**src/rtl/spi_burst_ctrl.sv**
```systemverilog
// SPI burst sequencer: streams 1..DEPTH words from the data register file through the shifter,
// writes each received word back in place and then writes back the control register.
// Optional read-back timeout is enabled by defining SPI_BURST_TOUT_EN.
module spi_burst_ctrl #(
    parameter int DATA_W   = 8,
    parameter int DEPTH    = 16,
    parameter int TOUT_CYC = 1024
) (
    input  logic                     clk_i,
    input  logic                     rst_ni,
    input  logic                     send_i,
    input  logic [$clog2(DEPTH)-1:0] n_tx_end_i,
    input  logic                     all_ones_i,
    output logic [$clog2(DEPTH)-1:0] rd_addr_o,
    input  logic [DATA_W-1:0]        rd_data_i,
    output logic [DATA_W-1:0]        tx_data_o,
    output logic                     start_o,
    input  logic                     done_i,
    input  logic [DATA_W-1:0]        rx_data_i,
    output logic                     wr_en_o,
    output logic [$clog2(DEPTH)-1:0] wr_addr_o,
    output logic [DATA_W-1:0]        wr_data_o,
    output logic                     ctrl_we_o,
    output logic                     ctrl_send_o,
    output logic [$clog2(DEPTH):0]   ctrl_n_rx_o,
    output logic                     cs_no,
    output logic                     busy_o,
    output logic                     err_o
);

    localparam int AW = $clog2(DEPTH);

    typedef enum logic [2:0] {IDLE, LOAD, START, WAIT, STORE, FIN} state_t;

    state_t            state, state_nxt;
    logic [AW-1:0]     cnt;
    logic [AW-1:0]     n_end;
    logic              ones;
    logic [DATA_W-1:0] tx_q;
    logic [DATA_W-1:0] rx_q;
    logic [AW:0]       n_rx;
    logic              tout_hit;

    always_ff @(posedge clk_i or negedge rst_ni) begin
        if (!rst_ni) begin
            state <= IDLE;
        end else begin
            state <= state_nxt;
        end
    end

    // tx word is driven straight from the read port during START so it is valid with start_o
    always_comb begin
        state_nxt = state;
        start_o   = 1'b0;
        wr_en_o   = 1'b0;
        ctrl_we_o = 1'b0;
        cs_no     = 1'b1;
        tx_data_o = tx_q;
        case (state)
            IDLE: begin
                if (send_i) state_nxt = LOAD;
            end
            LOAD: begin
                cs_no     = (cnt == '0);
                state_nxt = START;
            end
            START: begin
                cs_no     = 1'b0;
                start_o   = 1'b1;
                tx_data_o = ones ? '1 : rd_data_i;
                state_nxt = WAIT;
            end
            WAIT: begin
                cs_no = 1'b0;
                if (done_i)        state_nxt = STORE;
                else if (tout_hit) state_nxt = FIN;
            end
            STORE: begin
                cs_no     = 1'b0;
                wr_en_o   = 1'b1;
                state_nxt = (cnt == n_end) ? FIN : LOAD;
            end
            FIN: begin
                ctrl_we_o = 1'b1;
                state_nxt = IDLE;
            end
            default: state_nxt = IDLE;
        endcase
    end

    always_ff @(posedge clk_i or negedge rst_ni) begin
        if (!rst_ni) begin
            cnt   <= '0;
            n_end <= '0;
            ones  <= 1'b0;
            tx_q  <= '0;
            rx_q  <= '0;
            n_rx  <= '0;
        end else begin
            case (state)
                IDLE: begin
                    if (send_i) begin
                        cnt   <= '0;
                        n_end <= n_tx_end_i;
                        ones  <= all_ones_i;
                    end
                end
                START: tx_q <= tx_data_o;
                WAIT: begin
                    if (done_i)        rx_q <= rx_data_i;
                    else if (tout_hit) n_rx <= {1'b0, cnt};
                end
                STORE: begin
                    // count is widened by one bit so a full DEPTH-word burst reports DEPTH
                    if (cnt == n_end) n_rx <= {1'b0, cnt} + (AW+1)'(1);
                    else              cnt  <= cnt + AW'(1);
                end
                default: ;
            endcase
        end
    end

`ifdef SPI_BURST_TOUT_EN
    localparam int TW = $clog2(TOUT_CYC + 1);

    logic [TW-1:0] tout_cnt;
    logic          err;

    always_ff @(posedge clk_i or negedge rst_ni) begin
        if (!rst_ni) begin
            tout_cnt <= '0;
            err      <= 1'b0;
        end else begin
            tout_cnt <= (state == WAIT) ? tout_cnt + TW'(1) : '0;
            if (state == IDLE && send_i)              err <= 1'b0;
            else if (state == WAIT && !done_i && tout_hit) err <= 1'b1;
        end
    end

    assign tout_hit = (state == WAIT) && (tout_cnt == TW'(TOUT_CYC - 1));
    assign err_o    = err;
`else
    assign tout_hit = 1'b0;
    assign err_o    = 1'b0;
`endif

    assign rd_addr_o   = cnt;
    assign wr_addr_o   = cnt;
    assign wr_data_o   = rx_q;
    assign ctrl_send_o = 1'b0;
    assign ctrl_n_rx_o = n_rx;
    assign busy_o      = (state != IDLE);

endmodule
```
**config.mk**
```make
export PLATFORM = sky130hd
export DESIGN_NAME = spi_burst_ctrl
export DESIGN_NICKNAME = d
export VERILOG_FILES = /design/src/rtl/spi_burst_ctrl.sv
export SDC_FILE = /design/constraint.sdc
export NUM_CORES = 1
export LEC_CHECK = 0
export CAP_MARGIN = 20
export CORE_UTILIZATION = 47
export DETAILED_ROUTE_END_ITERATION = 10
export PLACE_DENSITY = 0.9
export RECOVER_POWER = 100
export SLEW_MARGIN = 10
export SYNTH_ARGS = -nofsm -noshare
export SYNTH_HDL_FRONTEND = slang
export SYNTH_SLANG_ARGS = --single-unit
```
**constraint.sdc**
```tcl
create_clock -name clk_i -period 2.7 [get_ports clk_i]
set_clock_uncertainty 0.15 [all_clocks]
set_input_delay 0.675 -clock clk_i [delete_from_list [all_inputs] [get_ports clk_i]]
set_output_delay 0.675 -clock clk_i [all_outputs]
set_load 0.02 [all_outputs]
```
==> results.md <==
* Avg Cell Area, Syn at 10.5 sq um
* CTS buffer count at 5
* Critical R2R Launch: rd_addr_o[0]$_DFFE_PN0P_
* VDD IR max at 0.528 mV
* Leak Pwr at 0.00103 uW
* Core area at 3130 sq um
* Final WS setup at 140 ps
* Critical Path RT at 1880 ps
* Worst Reg-to-Reg Cells at 5
* Most frequent cells in the layout: dfrtp_1 (33), dlygate4sd3_1 (25), clkdlybuf4s50_1 (21), nor2_1 (20), a21oi_1 (18)
* H-tree depth at 2
* GPL Wtd Cong at 0.768
* Iter 0 DRT Violations at 18
* Final Hold Vio Count at 0
* Crit Path Category: flip-flop to output pin
* Filler Cells Inserted at 248
* Worst-margin pin slew at 792 ps
* Hold Buf Count CTS at 0
* Post-CTS setup buffer count at 0
* First-pass GRT wire length at 5030 um
* Maximum fanout along the worst path at 9
* Slew headroom at 47.2%
* DP Wirelength at 2500 um
* Vias in the first global route at 1162
* Max Fclk at 0.391 GHz
* DR vias/cell at 5.07
* Total Routing Usage GR at 19.5%
* Clock-pin slew on the worst setup and hold paths at 90 ps
* Warning count from the yosys run at 0
* Setup violations, final at 0
* Status: completed
* Die footprint at 3610 sq um
* Design Power at 2570 uW
* Area of the multi-input gates at 662 sq um
* Reg area at 826 sq um
* Post-synth EDFFs at 0
* CTS Sinks at 33
* CTS tree: yes
* Pin count of the biggest net entering global routing at 34
* Layout cells sized above 1 at 14.4%
* Routed WL at 3290 um
* Ys async rst share at 100%
* Initial antenna violation count at 0
* Die width at 60.1 um
* Data arrival time of the worst path at 1730 ps
* Port Buffer Count at 58
* Post-Syn Instances at 151
* Final Core Density at 71.9%
* Hold_sp: wr_data_o[1]$_DFFE_PN0P_
* DR DRC count at 0
* Placed cell areas at 2240 sq um
* WL per Instance at 12.6 um
* Io pins at 61
* RSZ-0062 raised after global routing: false
* Final Net Count at 242
* Final Cell Area at 2250 sq um
* Clk_lat worst skew at 340 ps
* Period utilization at 94.8%
* Via count at 1318
* Slew Viols, Final at 0
* Pre-CTS setup slack at -99.3 ps
* Period minus WS final at 2560 ps
* Seq/Total Area, Yosys at 52.1%
* Setup crit start kind: flip-flop
* Hold Path Cell Cnt at 1
* CTS max path bufs at 2
* Die H at 60.1 um
* Area added between synthesis and finish at 41.7%
* GR Overflow Total at 0
* Worst setup path startpoint: state[1]$_DFFE_PN0P_
* Max Cap Viol at 0
* Post-synth cell types at 35
* Initial Util at 50.7%
* Drt pass-1 iters at 4
* Routed Antenna Nets at 0
* Nature of the critical path endpoint: output pin
* Worst hold path class: flip-flop to flip-flop
* Rows at 20
* N_diodes at 0
* Post-Syn Area at 1590 sq um
* Register bit count reported by yosys at 33
* Power per standard cell area at 1140 nW/um^2
* Root Driver: clkbuf_4
* Top FF cell, synth: dfrtp_1
* Most common cell after layout, fill and taps aside: dfrtp_1
* Post_cts resized at 10
-- sequential cells by signal, summed over array words and instances, names as in the netlist --
name	cells
ones	1
ctrl_n_rx_o	5
rd_addr_o	4
n_end	4
wr_data_o	8
state	3
tx_q	8
-- per-layer routing --
layer	routed length [um]	vias up	global-route usage (%)
met4	74	0	9.97
li1	-	634	-
met1	1370	620	22.2
met3	209	8	5.84
met5	0	-	0
met2	1630	56	32.7
-- cell families after synthesis --
| group | synth area share [%] |
|---|---|
| and+or+nand+nor | 13.7 |
| AOI/OAI and AO/OA | 12.1 |
| DFF | 52.1 |
| buffers and inverters | 5.91 |
| muxes | 11.1 |
| xor gates and xnor gates | 3.23 |
| adders and majority gates | 1.58 |
| other | 0.236 |
-- worst max-delay path, cell delays in order, from the launching register on --
cell and delay, ps:
dfrtp_1 380, buf_4 160, and3b_1 200, dlygate4sd3_1 670
-- synthesized netlist by cell type, types with 3 or more instances --
cell type / instances / area share, %
inv_1: 4 / 0.95
dfrtp_1: 33 / 52
nor2_1: 20 / 4.7
mux2i_1: 3 / 1.9
nand2_1: 7 / 1.7
xnor2_1: 3 / 1.7
a21oi_1: 18 / 5.7
o21ai_0: 9 / 2.8
buf_4: 6 / 2.8
mux2_2: 13 / 9.2
buf_2: 6 / 1.9
-- power by group --
part / switching, uW / total [uW] / internal, uW
Combinational: 818 / 1500 / 682
Sequential: 107 / 808 / 701
Clock: 155 / 258 / 104
-- layout make-up --
type                    count  share of cell area, %
inverters                   4                  0.668
multi-input cells         102                   29.4
clock buffers               8                   2.17
well taps                  44                   2.45
flip-flops and latches     33                   36.7
repair buffers             69                   28.5
-- metrics by stage --
step	std cells	setup TNS [ps]	hold slack (ps)
final	260	0	355
after global routing	260	0	362
after CTS	260	0	363
after detailed placement	252	-635	342
after global placement	252	-545	337
after floorplan	152	0	229
-- worst paths after layout --
path | endpoint | slack [ps]
setup reg to reg | ctrl_n_rx_o[2]$_DFFE_PN0P_ | 600
min in group asynchronous | ctrl_n_rx_o[4]$_DFFE_PN0P_ | 790
setup / recovery | ctrl_we_o | 140
max in group asynchronous | tx_q[0]$_DFFE_PN0P_ | 1100
hold reg to reg | wr_data_o[1]$_DFFE_PN0P_ | 360
hold / removal | wr_data_o[1]$_DFFE_PN0P_ | 360
Note: power is estimated with default switching activity, not from simulation.
